<file path="config.mk">
export PLATFORM = sky130hd
export DESIGN_NAME = mem_arbiter
export DESIGN_NICKNAME = d
export VERILOG_FILES = /design/src/rtl/mem_arbiter_pkg.sv /design/src/rtl/mem_arbiter_outstanding_ctr.sv /design/src/rtl/mem_arbiter.sv
export SDC_FILE = /design/constraint.sdc
export NUM_CORES = 1
export LEC_CHECK = 0
export ABC_AREA = 1
export BUFFER_PORTS_ARGS = -buffer_cell sky130_fd_sc_hd__buf_4
export CELL_PAD_IN_SITES_DETAIL_PLACEMENT = 0
export CELL_PAD_IN_SITES_GLOBAL_PLACEMENT = 1
export CORE_MARGIN = 3
export CORE_UTILIZATION = 16
export DETAILED_ROUTE_END_ITERATION = 8
export PLACE_DENSITY = 0.89
export SYNTH_ARGS = -nofsm -noshare
export SYNTH_HDL_FRONTEND = slang
export SYNTH_SLANG_ARGS = --single-unit
</file>
<file path="constraint.sdc">
create_clock -name i_clk -period 2.9 [get_ports i_clk]
set_input_delay 0.145 -clock i_clk [delete_from_list [all_inputs] [get_ports i_clk]]
set_output_delay 0.145 -clock i_clk [all_outputs]
set_load 0.03 [all_outputs]
</file>
<file path="src/rtl/mem_arbiter_pkg.sv">
// Shared definitions for the two-master memory arbiter.
// State encodings and master identifiers.
package mem_arb_defs;

  typedef enum logic [1:0] {
    IDLE  = 2'd0,
    OWN_I = 2'd1,
    OWN_D = 2'd2
  } state_e;

  localparam logic ID_I = 1'b0;
  localparam logic ID_D = 1'b1;

endpackage

</file>
<file path="src/rtl/mem_arbiter_outstanding_ctr.sv">
// Up/down counter of accepted-but-unreturned reads.
// A decrement with the counter empty is ignored and flagged as underflow.
module outstanding_ctr #(
  parameter int MAX = 4
) (
  input  logic i_clk,
  input  logic i_rst_n,
  input  logic i_inc,
  input  logic i_dec,
  output logic o_full,
  output logic o_empty,
  output logic o_underflow
);

  localparam int CW = $clog2(MAX + 1);

  logic [CW-1:0] r_count;
  logic          w_dec;

  assign o_full      = (r_count == CW'(MAX));
  assign o_empty     = (r_count == '0);
  assign o_underflow = i_dec & o_empty;
  assign w_dec       = i_dec & ~o_empty;

  always_ff @(posedge i_clk) begin
    if (!i_rst_n) begin
      r_count <= '0;
    end else if (i_inc && !w_dec) begin
      r_count <= r_count + CW'(1);
    end else if (w_dec && !i_inc) begin
      r_count <= r_count - CW'(1);
    end
  end

endmodule

</file>
<file path="src/rtl/mem_arbiter.sv">
// Round-robin arbiter between icache and dcache memory ports.
// A grant is held until the owner is idle and all its reads returned.
module mem_arbiter
  import mem_arb_defs::*;
#(
  parameter int MAX_OUTSTANDING = 4
) (
  input  logic        i_clk,
  input  logic        i_rst_n,
  input  logic [31:0] i_ic_addr,
  input  logic        i_ic_ren,
  input  logic        i_ic_wen,
  input  logic [31:0] i_ic_wdata,
  output logic        o_ic_ready,
  output logic [31:0] o_ic_rdata,
  output logic        o_ic_valid,
  input  logic [31:0] i_dc_addr,
  input  logic        i_dc_ren,
  input  logic        i_dc_wen,
  input  logic [31:0] i_dc_wdata,
  output logic        o_dc_ready,
  output logic [31:0] o_dc_rdata,
  output logic        o_dc_valid,
  output logic [31:0] o_mem_addr,
  output logic        o_mem_ren,
  output logic        o_mem_wen,
  output logic [31:0] o_mem_wdata,
  input  logic        i_mem_ready,
  input  logic [31:0] i_mem_rdata,
  input  logic        i_mem_valid,
  output logic        o_protocol_err
);

  state_e r_state;
  logic   r_last;
  logic   r_err;

  logic w_own_i;
  logic w_own_d;
  logic w_ic_req;
  logic w_dc_req;
  logic w_full;
  logic w_empty;
  logic w_underflow;
  logic w_inc;

  assign w_own_i  = (r_state == OWN_I);
  assign w_own_d  = (r_state == OWN_D);
  assign w_ic_req = i_ic_ren | i_ic_wen;
  assign w_dc_req = i_dc_ren | i_dc_wen;

  assign o_mem_addr  = w_own_i ? i_ic_addr :
                       w_own_d ? i_dc_addr : '0;
  assign o_mem_wdata = w_own_i ? i_ic_wdata :
                       w_own_d ? i_dc_wdata : '0;

  // Both read and write are held off while the read window is full.
  assign o_mem_ren = ((w_own_i & i_ic_ren) |
                      (w_own_d & i_dc_ren)) & ~w_full;
  assign o_mem_wen = ((w_own_i & i_ic_wen) |
                      (w_own_d & i_dc_wen)) & ~w_full;

  assign o_ic_ready = w_own_i & i_mem_ready & ~w_full;
  assign o_dc_ready = w_own_d & i_mem_ready & ~w_full;

  assign w_inc = o_mem_ren & i_mem_ready;

  assign o_ic_valid = i_mem_valid & w_own_i & ~w_empty;
  assign o_dc_valid = i_mem_valid & w_own_d & ~w_empty;
  assign o_ic_rdata = w_own_i ? i_mem_rdata : '0;
  assign o_dc_rdata = w_own_d ? i_mem_rdata : '0;

  assign o_protocol_err = r_err;

  outstanding_ctr #(
    .MAX(MAX_OUTSTANDING)
  ) u_ctr (
    .i_clk      (i_clk),
    .i_rst_n    (i_rst_n),
    .i_inc      (w_inc),
    .i_dec      (i_mem_valid),
    .o_full     (w_full),
    .o_empty    (w_empty),
    .o_underflow(w_underflow)
  );

  always_ff @(posedge i_clk) begin
    if (!i_rst_n) begin
      r_state <= IDLE;
      r_last  <= ID_D;
      r_err   <= 1'b0;
    end else begin
      if (w_underflow) r_err <= 1'b1;
      unique case (r_state)
        IDLE: begin
          if (w_ic_req && (!w_dc_req || r_last == ID_D)) begin
            r_state <= OWN_I;
            r_last  <= ID_I;
          end else if (w_dc_req) begin
            r_state <= OWN_D;
            r_last  <= ID_D;
          end
        end
        OWN_I: begin
          if (!w_ic_req && w_empty) begin
            if (w_dc_req) begin
              r_state <= OWN_D;
              r_last  <= ID_D;
            end else begin
              r_state <= IDLE;
            end
          end
        end
        OWN_D: begin
          if (!w_dc_req && w_empty) begin
            if (w_ic_req) begin
              r_state <= OWN_I;
              r_last  <= ID_I;
            end else begin
              r_state <= IDLE;
            end
          end
        end
        default: r_state <= IDLE;
      endcase
    end
  end

endmodule

</file>
After elaboration in Yosys (flattened, before gate mapping)
Index checks and enable logic that the tools add are counted.
{ "classes": {"n_addsub": 2, "n_eq_ne": 7, "n_bitwise": 23, "reduce_logical": 16, "muxes": 21} }
{ "op_table": {"columns": ["operator", "count"], "rows": [
  ["2-to-1 mux 32 bit", 6],
  ["AND 1 bit", 17],
  ["2-to-1 mux 2 bit", 5],
  ["2-to-1 mux 1 bit", 6],
  ["2-to-1 mux 3 bit", 2],
  ["inequality test 2 x 1 -> 1 bit (second input constant)", 3],
  ["case mux 2 bit (3 select lines)", 1],
  ["logical AND 1 bit", 5],
  ["zero test 1 bit", 4],
  ["bitwise OR 1 bit", 4],
  ["AND reduction 4 bit", 1],
  ["adder 3 x 1 -> 3 bit (second input constant)", 1],
  ["== test 3 bit (second input constant)", 1],
  ["zero test 3 bit", 1],
  ["inequality test 3 bit (second input constant)", 1],
  ["case mux 1 bit (3 select lines)", 1],
  ["AND reduction 3 bit", 1],
  ["nonzero test 3 bit", 1],
  ["subtractor 3 x 1 -> 3 bit (second input constant)", 1],
  ["== test 2 x 1 -> 1 bit (second input constant)", 1],
  ["== test 2 bit (second input constant)", 1],
  ["zero test 2 bit", 1],
  ["inverter 1 bit", 2],
  ["nonzero test 2 bit", 1],
  ["logical OR 1 bit", 1]
]} }
{ "totals": {"output_inout_bits": 135, "regBits": 7, "input_bits": 168, "wordCells": 73} }

Longest topological paths before layout
{ "depth": {"word_depth": 9, "mapped_depth": 16, "depth_no_buf": 14} }

Hierarchy
Synthesis repeated with hierarchy kept, for this count alone.
{ "unflattened": {"hier_cells": 447, "hier_area_um2": 2057.0} }
{ "by_module_without_submodules": {"columns": ["module", "area_per_inst_um2", "seq_area_each_um2", "cells_each", "n_inst"], "rows": [
  ["mem_arbiter", 1859.3, 80.1, 417, 1],
  ["outstanding_ctr", 197.7, 60.1, 30, 1]
]} }

Least setup slack after synthesis
OpenSTA, ideal clock, no wires.
{ "synth_path": {"path_kind": "reg-to-reg", "startpoint": "register r_state[1]", "endpoint": "register u_ctr.r_count[2]", "path_slack_ps": 731, "path_buffers": 2, "period_less_slack_ps": 2169, "arrival_time_ps": 2099, "setup_ps": 70, "stages_incl_launch_ff": 17, "required_ps": 2830, "cell_sequence": "dfxtp_1 -> inv_1 -> ha_1 -> buf_4 -> inv_2 -> buf_4 -> o21ai_1 -> nand2_1 -> nor2_1 -> ha_1 -> inv_1 -> fa_1 -> nor2_1 -> nor2_1 -> nand2_1 -> o21ai_0 -> a21oi_1"} }
{ "synth_between": {"elab_chain_cells": 8, "elab_cells_between_ends": 12, "classes_between": "eq/ne (2); mux (1); bitwise (5); reduce/logical (4)"} }
{ "synth_lines": {"columns": ["element", "line_no", "text"], "rows": [
  ["from (decl)", "mem_arbiter.sv:34", "state_e r_state;"],
  ["from (signal assigned)", "mem_arbiter.sv:89", "r_state <= IDLE;"],
  ["from (signal assigned)", "mem_arbiter.sv:97", "r_state <= OWN_I;"],
  ["from (signal assigned)", "mem_arbiter.sv:100", "r_state <= OWN_D;"],
  ["== test 2 x 1 -> 1 bit / == test 2 bit (equally long branches)", "mem_arbiter.sv:47, mem_arbiter.sv:48", null],
  ["AND 1 bit (on tied branches)", "mem_arbiter.sv:58, mem_arbiter.sv:59", null],
  ["bitwise OR 1 bit *", "mem_arbiter.sv:58", "assign o_mem_ren = ((w_own_i & i_ic_ren) |"],
  ["AND 1 bit *", "mem_arbiter.sv:59", "(w_own_d & i_dc_ren)) & ~w_full;"],
  ["AND 1 bit *", "mem_arbiter.sv:66", "assign w_inc = o_mem_ren & i_mem_ready;"],
  ["zero test 1 bit", "mem_arbiter_outstanding_ctr.sv:30", "end else if (w_dec && !i_inc) begin"],
  ["logical AND 1 bit", "mem_arbiter_outstanding_ctr.sv:30", null],
  ["nonzero test 2 bit (no line)", null, null],
  ["to (signal assigned)", "mem_arbiter_outstanding_ctr.sv:29", "r_count <= r_count + CW'(1);"],
  ["to (signal assigned)", "mem_arbiter_outstanding_ctr.sv:31", "r_count <= r_count - CW'(1);"],
  ["to (decl)", "mem_arbiter_outstanding_ctr.sv:17", "logic [CW-1:0] r_count;"]
]} }
Mark *: on every way between the ends. The rest lies on a longest branch, timed or not.
A chain may end at the register's enable or synchronous reset.

Worst setup path after layout
{ "layout_path": {"startpoint": "register r_state[1]", "endpoint": "output o_mem_wdata[30]"} }
{ "layout_between": {"elab_chain_cells": 3, "elab_cells_between_ends": 4, "classes_between": "eq/ne (2); mux (2)"} }
{ "layout_lines": {"columns": ["element", "line_no", "text"], "rows": [
  ["== test 2 bit", "mem_arbiter.sv:48", "assign w_own_d = (r_state == OWN_D);"],
  ["2-to-1 mux 32 bit", "mem_arbiter.sv:55", "w_own_d ? i_dc_wdata : '0;"],
  ["2-to-1 mux 32 bit *", "mem_arbiter.sv:54", "assign o_mem_wdata = w_own_i ? i_ic_wdata :"],
  ["to (decl)", "mem_arbiter.sv:27", "output logic [31:0] o_mem_wdata,"]
]} }
Marked as above.

==> impl_metrics.tcl <==
set metrics [dict create \
    yosysSeqAreaShare_pct 6.91 \
    die_y_um 119 \
    grt-ovfl-total 0 \
    ir_drop_mv 0.694 \
    setup_tns_ns 0 \
    synth_area_leader_cell "nand2_1" \
    ys_types 22 \
    drc 0 \
    cts_resized 0 \
    area_growth_pct 121 \
    synth.net_count 613 \
    grtUsageTotal_pct 14.0 \
    end_kind "output pin" \
    synth_top_cells_by_area "nand2_1, nand3_1, inv_1, dfxtp_1, buf_2" \
    ctsHoldBuffers 0 \
    clock-sinks 7 \
    power_mw 4.68 \
    worst_clock_skew_ns 0.00257 \
    clkLatencyLatePin_ns 0.23 \
    tightest_slew_ns 0.718 \
    ys_warn_count 0 \
    dr_total_vias 3491 \
    wl_met3_um 706 \
    rr_startpoint "r_state[1]$_SDFFE_PN0P_" \
    final_common_cell "buf_4" \
    die-area_sq_um 14100 \
    slew_violations 0 \
    syn_inst 439 \
    routed_wirelength_mm 10.9 \
    grt_start_max_net_pins 67 \
    hold_depth 2 \
    dr.first_iter.drc_count 209 \
    initial_utilization_pct 16.6 \
    cts_setup_buffers 0 \
    synth-compound-area-share_pct 4.20 \
    hp-class "in2reg" \
    cts_tree "built" \
    fmax_mhz 442 \
    firstDrtPassIters 4 \
    grt_pass1_wl_mm 16.6 \
    r2r_end "u_ctr.r_count[2]$_SDFFE_PN0P_" \
    grt_pass1_vias 3221 \
    synth_xor_area_share_pct 0.432 \
    slew_headroom_pct 52.1 \
    die-width_um 119 \
    top_layer "met4" \
    mostFrequentLayoutCells "buf_4, nand2_1, inv_1, nand3_1, nor2_1" \
    htreeDepth 1 \
    cts.clk_slew.worst_paths_ns 0.04 \
    syn_area_sq_um 2030 \
    syn_avg_cell_area_sq_um 4.62 \
    synth_mux_area_share_pct 0 \
    critical-path-max-stage-delay_ns 0.53 \
    period_share_pct 78.1 \
    gp_congestion 0.778 \
    antenna_found_initial 0 \
    routed_via_density 3.93 \
    core_sq_um 12200 \
    antenna_left 0 \
    synth_top_area_share_pct 38.7 \
    min_period_ns 2.26 \
    cts_max_path_buffers 2 \
    numCtsBuffers 3 \
    synthSimpleGateAreaFrac_pct 61.4 \
    crit_path_start_kind "flop" \
    nets 896 \
    drive_above_1_share_pct 44.7 \
    cp.arrival_ns 2.12 \
    num_io_pins 303 \
    cellPowerDensity_nw_per_um2 1040 \
    maxCapViolCount 0 \
    min_from "i_rst_n" \
    status "finished, final reports clean" \
    dr_wl_met2_mm 5.72 \
    cp_max_fo 66 \
    dpl_cell_area_sq_um 4400 \
    hold_viol 0 \
    cpMaxStageDelayCell "buf_4" \
    cts_root_buffer "clkbuf_16" \
    leakagePower_nw 3.08 \
    rsz0062_at_grt "false" \
    cpMostUsedCell "buf_4" \
    final_area_sq_um 4480 \
    synth_fa_ha_area_share_pct 4.07 \
    wire_per_inst_um 12.2 \
    row_count 40 \
    worst-setup-path-type "reg2out" \
    r2r_slack_ns 0.65 \
    fin_ws_ns 0.637 \
    place_ws_ns 0.647 \
    hpwlAfterDp_mm 8.88 \
    ys_ff_latch 7 \
    hold_ws_ns 0.154 \
    holdPathEnd "r_last$_SDFFE_PN1P_" \
    io_buffers 302 \
    synth_top_family_by_area "simple AND/OR/NAND/NOR gates" \
    drt-met1-wl_mm 4.39 \
    cp.required_ns 2.76 \
    setup_viol 0 \
    diodes 0 \
    reg2regPathDepth 14 \
    crit_chain "inv_1 -> ha_4 -> inv_2 -> buf_4 -> nand3_1 -> nand2_1 -> buf_4" \
]
[how the worst max path moves through the flow]
stage	from	endpoint	slack [ns]	cells past startpoint
final	r_state[1]$_SDFFE_PN0P_	o_mem_wdata[30]	0.64	7
after global routing	r_state[1]$_SDFFE_PN0P_	u_ctr.r_count[2]$_SDFFE_PN0P_	0.35	14
after CTS	r_state[1]$_SDFFE_PN0P_	u_ctr.r_count[2]$_SDFFE_PN0P_	0.63	14
after detailed placement	r_state[1]$_SDFFE_PN0P_	u_ctr.r_count[2]$_SDFFE_PN0P_	0.65	14
after global placement	r_state[1]$_SDFFE_PN0P_	u_ctr.r_count[2]$_SDFFE_PN0P_	0.69	14
after floorplan	r_state[1]$_SDFFE_PN0P_	u_ctr.r_count[2]$_SDFFE_PN0P_	0.73	16
[routing by layer]
layer / global-route usage [%] / up-vias
met4: 1.45 / 0
li1: - / 1864
met3: 2.54 / 6
met5: 0 / -
met1: 16.9 / 1486
met2: 26.4 / 135
[registers in the layout, indices dropped and copies added (netlist names)]
signal and count:
r_last 1, u_ctr.r_count 3, o_protocol_err 1, r_state 2
[critical path: cells and delay by family, from the launching register on]
kind / cells / cell delay [ns]
flip-flops: 1 / 0.38
buffers and inverters: 4 / 0.90
AND/OR/NAND/NOR: 2 / 0.29
adder cells (fa/ha/maj): 1 / 0.25
[cell families (layout without fill, tap and decap cells)]
family | count (synthesis) | count (layout)
buf+inv | 110 | 392
simple gates | 300 | 300
fa+ha+maj | 6 | 6
flops | 7 | 7
compound gates | 15 | 15
xor+xnor | 1 | 1
[layout make-up]
type / instances / area [sq um]
fill: 1388 / 7730
timing repair buffer: 307 / 2300
tap: 168 / 210
clock buffer: 4 / 78.8
sequential: 7 / 140
inverter: 81 / 304
multi-input combinational: 322 / 1450
[power by group]
part / internal [mW] / leakage [nW] / switching [mW]
Sequential: 0.139 / 0.0581 / 0.0460
Clock: 0.183 / 0.0382 / 0.0525
Combinational: 1.45 / 2.98 / 2.81
[per-stage QoR]
step                      cells  util (%)
after detailed placement    885      36.1
after global placement      885      36.1
after floorplan             439         -
final                       889      36.7
after CTS                   889      36.7
after global routing        889      36.7
[synth_stat cells]
| library cell | count |
|---|---|
| nand2_1 | 209 |
| inv_1 | 79 |
| nand3_1 | 70 |
| buf_2 | 16 |
| nor2_1 | 14 |
| buf_4 | 9 |
| dfxtp_1 | 7 |
| a21oi_1 | 5 |
| ha_1 | 5 |
| o21ai_0 | 5 |
| clkbuf_1 | 4 |
| nand2_2 | 3 |
| inv_2 | 2 |
| nand3_2 | 2 |
| o21ai_1 | 2 |
| a22oi_1 | 1 |
| a31oi_1 | 1 |
| fa_1 | 1 |
| nor2_2 | 1 |
| nor2_4 | 1 |
| o21bai_2 | 1 |
| xor2_1 | 1 |
Note: power is estimated with default switching activity, not from simulation.
